### src/rtl/serial_subtractor.sv
// Bit-serial subtractor: {bout, diff} = a - b - bin, one bit per clock (LSB first)
// through a single full-subtractor cell, with start/busy/done handshake and signed overflow.
module serial_subtractor #(
  parameter int WIDTH = 8
) (
  input  logic             clk,
  input  logic             rst,
  input  logic             start,
  input  logic [WIDTH-1:0] a,
  input  logic [WIDTH-1:0] b,
  input  logic             bin,
  output logic             busy,
  output logic             done,
  output logic [WIDTH-1:0] diff,
  output logic             bout,
  output logic             ovf
);

  localparam int CNT_W = $clog2(WIDTH + 1);

  localparam logic [1:0] S_IDLE = 2'd0;
  localparam logic [1:0] S_RUN  = 2'd1;
  localparam logic [1:0] S_DONE = 2'd2;

  logic [1:0]       state_q, state_d;
  logic [WIDTH-1:0] a_q, a_d;
  logic [WIDTH-1:0] b_q, b_d;
  logic             br_q, br_d;
  logic [CNT_W-1:0] cnt_q, cnt_d;
  logic             amsb_q, amsb_d;
  logic             bmsb_q, bmsb_d;
  logic [WIDTH-1:0] diff_q, diff_d;
  logic             bout_q, bout_d;
  logic             ovf_q, ovf_d;

  logic             bit_d;
  logic             bit_bo;

  // Full-subtractor cell on the current LSBs and the registered borrow.
  assign bit_d  = a_q[0] ^ b_q[0] ^ br_q;
  assign bit_bo = (~a_q[0] & b_q[0]) | (b_q[0] & br_q) | (~a_q[0] & br_q);

  always_comb begin
    // NOTE: every *_d defaults to its flop so no path through the case can infer a latch.
    state_d = state_q;
    a_d     = a_q;
    b_d     = b_q;
    br_d    = br_q;
    cnt_d   = cnt_q;
    amsb_d  = amsb_q;
    bmsb_d  = bmsb_q;
    diff_d  = diff_q;
    bout_d  = bout_q;
    ovf_d   = ovf_q;

    case (state_q)
      S_IDLE: begin
        if (start) begin
          a_d     = a;
          b_d     = b;
          br_d    = bin;
          cnt_d   = '0;
          amsb_d  = a[WIDTH-1];
          bmsb_d  = b[WIDTH-1];
          diff_d  = '0;
          bout_d  = 1'b0;
          ovf_d   = 1'b0;
          state_d = S_RUN;
        end
      end
      S_RUN: begin
        // Shifting {bit, diff} right keeps this legal for WIDTH == 1.
        diff_d = WIDTH'({bit_d, diff_q} >> 1);
        a_d    = a_q >> 1;
        b_d    = b_q >> 1;
        br_d   = bit_bo;
        cnt_d  = cnt_q + 1'b1;
        if (cnt_q == CNT_W'(WIDTH - 1)) begin
          bout_d  = bit_bo;
          ovf_d   = (amsb_q != bmsb_q) && (bit_d != amsb_q);
          state_d = S_DONE;
        end
      end
      S_DONE:  state_d = S_IDLE;
      default: state_d = S_IDLE;
    endcase
  end

  // NOTE: non-blocking assignments here so every flop samples pre-edge values together.
  always_ff @(posedge clk) begin
    if (rst) begin
      state_q <= S_IDLE;
      a_q     <= '0;
      b_q     <= '0;
      br_q    <= 1'b0;
      cnt_q   <= '0;
      amsb_q  <= 1'b0;
      bmsb_q  <= 1'b0;
      diff_q  <= '0;
      bout_q  <= 1'b0;
      ovf_q   <= 1'b0;
    end else begin
      state_q <= state_d;
      a_q     <= a_d;
      b_q     <= b_d;
      br_q    <= br_d;
      cnt_q   <= cnt_d;
      amsb_q  <= amsb_d;
      bmsb_q  <= bmsb_d;
      diff_q  <= diff_d;
      bout_q  <= bout_d;
      ovf_q   <= ovf_d;
    end
  end

  assign busy = (state_q == S_RUN) || (state_q == S_DONE);
  assign done = (state_q == S_DONE);
  assign diff = diff_q;
  assign bout = bout_q;
  assign ovf  = ovf_q;

endmodule
### config.mk
export PLATFORM = sky130hd
export DESIGN_NAME = serial_subtractor
export DESIGN_NICKNAME = d
export VERILOG_FILES = /design/src/rtl/serial_subtractor.sv
export SDC_FILE = /design/constraint.sdc
export NUM_CORES = 1
export LEC_CHECK = 0
export BUFFER_PORTS_ARGS = -buffer_cell sky130_fd_sc_hd__buf_2
export CORE_ASPECT_RATIO = 1.75
export CORE_MARGIN = 2
export CORE_UTILIZATION = 29
export CTS_BUF_LIST = sky130_fd_sc_hd__clkbuf_4 sky130_fd_sc_hd__clkbuf_8 sky130_fd_sc_hd__clkbuf_16
export DETAILED_ROUTE_END_ITERATION = 10
export PLACE_DENSITY = 0.58
export SYNTH_ARGS = -nofsm -noshare
export SYNTH_HDL_FRONTEND = slang
export SYNTH_SLANG_ARGS = --single-unit
export TNS_END_PERCENT = 100
### constraint.sdc
create_clock -name clk -period 2.1 [get_ports clk]
set_input_delay 0.105 -clock clk [delete_from_list [all_inputs] [get_ports clk]]
set_output_delay 0.105 -clock clk [all_outputs]
set_load 0.02 [all_outputs]
[Word-level counts from Yosys, hierarchy flattened]
Index checks and enable logic that the tools add are counted.
Cells by class
  $add $sub $neg: 1
  equal/unequal tests: 7
  muxes and demuxes: 18
  bitwise logic cells: 8
  reduce and logical (&&, ||, !) cells: 8
Operator list (count)
  8-bit one-hot mux with 2 select lines: 3
  8-bit two-way mux: 3
  4-bit one-hot mux with 2 select lines: 1
  1-bit one-hot mux with 2 select lines: 3
  2-bit AND reduction: 3
  4-bit by 1-bit adder with 4-bit output, second input constant: 1
  4-bit by 3-bit equality test with 1-bit output, second input constant: 1
  1-bit two-way mux: 4
  2-bit two-way mux: 2
  4-bit two-way mux: 1
  2-bit != test, second input constant: 2
  2-bit one-hot mux with 2 select lines: 1
  1-bit AND: 3
  3-bit AND reduction: 1
  2-bit by 1-bit equality test with 1-bit output, second input constant: 1
  2-bit equality test, second input constant: 1
  2-bit zero test: 1
  1-bit != test: 2
  1-bit bitwise OR: 2
  2-bit nonzero test: 1
  1-bit XOR: 2
  1-bit logical AND: 1
  1-bit logical OR: 1
  1-bit inverter: 1
Word-level totals
  register bits: 35
  bits of input ports: 20
  output and inout port bits: 12
  word-level logic and storage cells: 52

[Logic depth before layout (Yosys ltp)]
  depth in word-level cells: 6
  gate-level depth with buffers: 9
  depth with buffers taken out: 6

[Least setup slack after synthesis]
Ideal clock, no wire load.
  path kind: register to register
  from: reg state_q[0]
  to: reg a_q[2]
  library setup time: 0.080 ns
  arrival: 1.462 ns
  data required time: 2.020 ns
  path slack: 0.558 ns
  stages on the path, launching flop included: 10
  path buffers: 3
  period minus slack after synthesis: 1.542 ns
  cell sequence: dfxtp_1 -> inv_1 -> ha_1 -> buf_6 -> nor2b_4 -> buf_6 -> nor2_8 -> buf_6 -> nor2_1 -> a211oi_2
On the way
  word-level cells in the longest chain between the ends: 3
  elaborated cells on any way between the ends: 6
  classes of those cells: eq/ne: 2; mux: 1; reduce/logical: 3
Ends and longest elaborated chain
  start, declared: line 25  | logic [1:0] state_q, state_d;
  start signal, assigned: line 103  | state_q <= state_d;
  2-bit by 1-bit equality test with 1-bit output / 2-bit zero test (equally long branches): line 56  | case (state_q)
  2-bit nonzero test (no line) / 2-bit != test (equally long branches)
  2-bit AND reduction (no line)
  end signal, assigned: line 93  | a_q <= '0;
  end signal, assigned: line 104  | a_q <= a_d;
  end, declared: line 26  | logic [WIDTH-1:0] a_q, a_d;
Several ways; a longest one is shown, not always the timed one.
A chain may end at the register's enable or synchronous reset.

[Final worst setup path]
  from: reg state_q[1]
  to: reg br_q
On the way
  word-level cells in the longest chain between the ends: 3
  elaborated cells on any way between the ends: 6
  classes of those cells: eq/ne: 2; mux: 1; reduce/logical: 3
Ends and longest elaborated chain
  2-bit by 1-bit equality test with 1-bit output / 2-bit zero test (equally long branches): line 56
  2-bit nonzero test (no line) / 2-bit != test (equally long branches)
  2-bit AND reduction (no line)
  end signal, assigned: line 106  | br_q <= br_d;
  end, declared: line 28  | logic br_q, br_d;
Several ways; a longest one is shown, not always the timed one.

==> impl_metrics.env <==
export IMPL_syn_to_final_growth_pct=18.81
export IMPL_synth_top_area_share_pct=42.65
export IMPL_clk_latency_ns=0.28
export IMPL_ys_types=31
export IMPL_start_util_pct=29.65
export IMPL_syn_cell_area_um2=1643
export IMPL_period_share_pct=88.87
export IMPL_grt_busiest_layer="met2"
export IMPL_power_density_nw_per_um2=921.9
export IMPL_path_buf_inv=1
export IMPL_grt_max_degree=36
export IMPL_clk_path_buf_depth=2
export IMPL_fin_skew_ns=0.008929
export IMPL_syn_nets=199
export IMPL_drtIter0Drc=65
export IMPL_htreeDepth=2
export IMPL_die_height_um=103.6
export IMPL_ioPinCount=32
export IMPL_critPathLaunch="state_q[1]"
export IMPL_die_area_um2=6307
export IMPL_worstPathArrival_ns=2.04
export IMPL_maxCapViolCount=0
export IMPL_slowest_stage="nor2_1"
export IMPL_critical_path_class="reg -> reg"
export IMPL_p_total_mw=1.799
export IMPL_grt_setup_unrepaired="no"
export IMPL_grt_pass1_wl_mm=5.568
export IMPL_vias_per_cell=4.652
export IMPL_core_area_um2=5540
export IMPL_cts_resized=0
export IMPL_p_leak_nw=0.7943
export IMPL_vias=1298
export IMPL_crit_path_start_kind="register"
export IMPL_fp_dieW_um=60.90
export IMPL_wl_per_cell_um=12.08
export IMPL_hold_buffers=0
export IMPL_crit_family="simple AND/OR/NAND/NOR gates"
export IMPL_cts_root_buf="clkbuf_8"
export IMPL_antenna_cells=0
export IMPL_r2r_start="state_q[1]"
export IMPL_final_hold_viol_count=0
export IMPL_pre_cts_slack_ns=0.2144
export IMPL_cts_tree="yes"
export IMPL_totalWireLength_mm=3.370
export IMPL_final_common_cell="dfxtp_1"
export IMPL_ir_drop_uv=460.5
export IMPL_avgSynthCellArea_um2=9.496
export IMPL_clk_pin_slew_worst_paths_ns=0.07
export IMPL_worst_slew_pin_slew_ns=0.7173
export IMPL_grtUsageMet3_pct=2.372
export IMPL_final_cell_mix="dfxtp_1, nor2_1, buf_2"
export IMPL_use_met1_pct=12.96
export IMPL_grt_pass1_vias=1265
export IMPL_dpl_hpwl_mm=2.460
export IMPL_ys_warn_count=0
export IMPL_crit_path_cell_trace="inv_1, ha_1, nor2b_4, nor2_1, a221o_1, a21oi_1"
export IMPL_setup_viol=0
export IMPL_drive_above_1_share_pct=25.62
export IMPL_max_stage_delay_ns=0.52
export IMPL_critPathCaptureType="register"
export IMPL_ys_seq_area_share_pct=42.65
export IMPL_status="completed"
export IMPL_gp_congestion=0.7372
export IMPL_io_buffers=31
export IMPL_synthTopCellsByArea="dfxtp_1, mux2i_1, nor2_1, a211oi_2, a211oi_1"
export IMPL_worst_path_max_fanout=11
export IMPL_drv_slew=0
export IMPL_tritoncts_num_buffers=5
export IMPL_ys_ff_latch=35
export IMPL_slew_headroom_pct=52.18
export IMPL_timing_fmax_mhz=535.8
export IMPL_ant_nets=0
export IMPL_clock_sinks=35
export IMPL_worstHoldStart="a[7]"
export IMPL_drc_errors=0
export IMPL_min_path_type="in -> reg"
export IMPL_tns_ns=0
export IMPL_grt_total_usage_pct=11.54
export IMPL_use_met2_pct=19.51
export IMPL_synth_top_area_cell="dfxtp_1"
export IMPL_cts_setup_buffers=0
export IMPL_setup_slack_ns=0.2338
export IMPL_globalRouteOverflowTotal=0
export IMPL_netlist_instances=173
export IMPL_grt_antenna_before_repair=0
export IMPL_rows=36
export IMPL_cp_required_ns=2.28
export IMPL_fin_crit_ns=1.866
export IMPL_firstDrtPassIters=4
export IMPL_nets=228
==> cell usage after synthesis <==
master / number
nor2_8: 1
mux2i_1: 16
a21oi_1: 10
a22oi_1: 9
a211oi_2: 6
nand2b_1: 1
o22ai_1: 1
and2_1: 1
nor2_1: 33
nand3b_1: 2
dfxtp_1: 35
clkbuf_1: 5
nor2b_1: 1
buf_6: 4
a211oi_1: 9
o21ai_0: 3
nor3b_1: 3
nand3_1: 4
inv_1: 5
nor2b_4: 1
a221o_1: 1
mux2i_2: 1
o21ai_1: 1
and3b_1: 1
a31oi_1: 1
buf_4: 2
nor3_1: 2
fa_1: 1
nand2_1: 6
buf_2: 2
ha_1: 5
==> stage by stage <==
| step | util, % | hold slack (ns) | instances | instance area (um2) |
|---|---|---|---|---|
| after floorplan | - | 0.2525 | 173 | 1643 |
| after global placement | 33.11 | 0.4011 | 271 | 1834 |
| after detailed placement | 33.11 | 0.3926 | 271 | 1834 |
| after CTS | 35.23 | 0.08611 | 279 | 1952 |
| after global routing | 35.23 | 0.1117 | 279 | 1952 |
| final | 35.23 | 0.09628 | 279 | 1952 |
==> report_power, final <==
| group | internal, mW | switching, mW |
|---|---|---|
| registers | 0.732 | 0.0393 |
| clock network | 0.384 | 0.233 |
| logic | 0.174 | 0.236 |
| total | 1.29 | 0.509 |
==> layer usage <==
layer | up-vias | part of all wire [%] | wire length (um)
li1 | 669 | - | -
met1 | 598 | 44 | 1486
met2 | 27 | 51 | 1706
met3 | 4 | 3.7 | 125
met4 | 0 | 1.5 | 51
met5 | - | 0 | 0
==> worst paths after layout <==
kind,end,slack (ns),cells past startpoint
max,br_q,0.23,6
min,amsb_q,0.1,3
max reg2reg,br_q,0.23,6
min reg2reg,amsb_q,0.47,2
==> worst reg2reg max path: cells and delay by family (launching register included) <==
family | cells | cell delay, ns
AOI/OAI and AO/OA | 2 | 0.29
adders and majority gates | 1 | 0.28
buffers and inverters | 1 | 0.09
DFF | 1 | 0.37
and+or+nand+nor | 2 | 0.73
==> final cells by class <==
class / count / area [um2]
Clock buffer: 6 / 82.58
Clock inverter: 2 / 35.03
Fill cell: 581 / 3588
Inverter: 5 / 18.77
Multi-Input combinational cell: 120 / 834.6
Sequential cell: 35 / 700.7
Tap cell: 76 / 95.09
Timing Repair Buffer: 35 / 185.2
==> sequential cells by signal (all words and copies together) (netlist names) <==
signal / cells
state_q: 2
cnt_q: 4
ovf: 1
diff: 8
a_q: 8
bmsb_q: 1
b_q: 8
amsb_q: 1
bout: 1
br_q: 1
==> cells by family after synthesis <==
| kind of cell | share of synthesized area (%) |
|---|---|
| mux | 10.59 |
| flops | 42.65 |
| simple gates | 16.76 |
| fa+ha+maj | 5.027 |
| compound gates | 18.43 |
| buf+inv | 6.550 |
(Power assumes the default switching activity.)
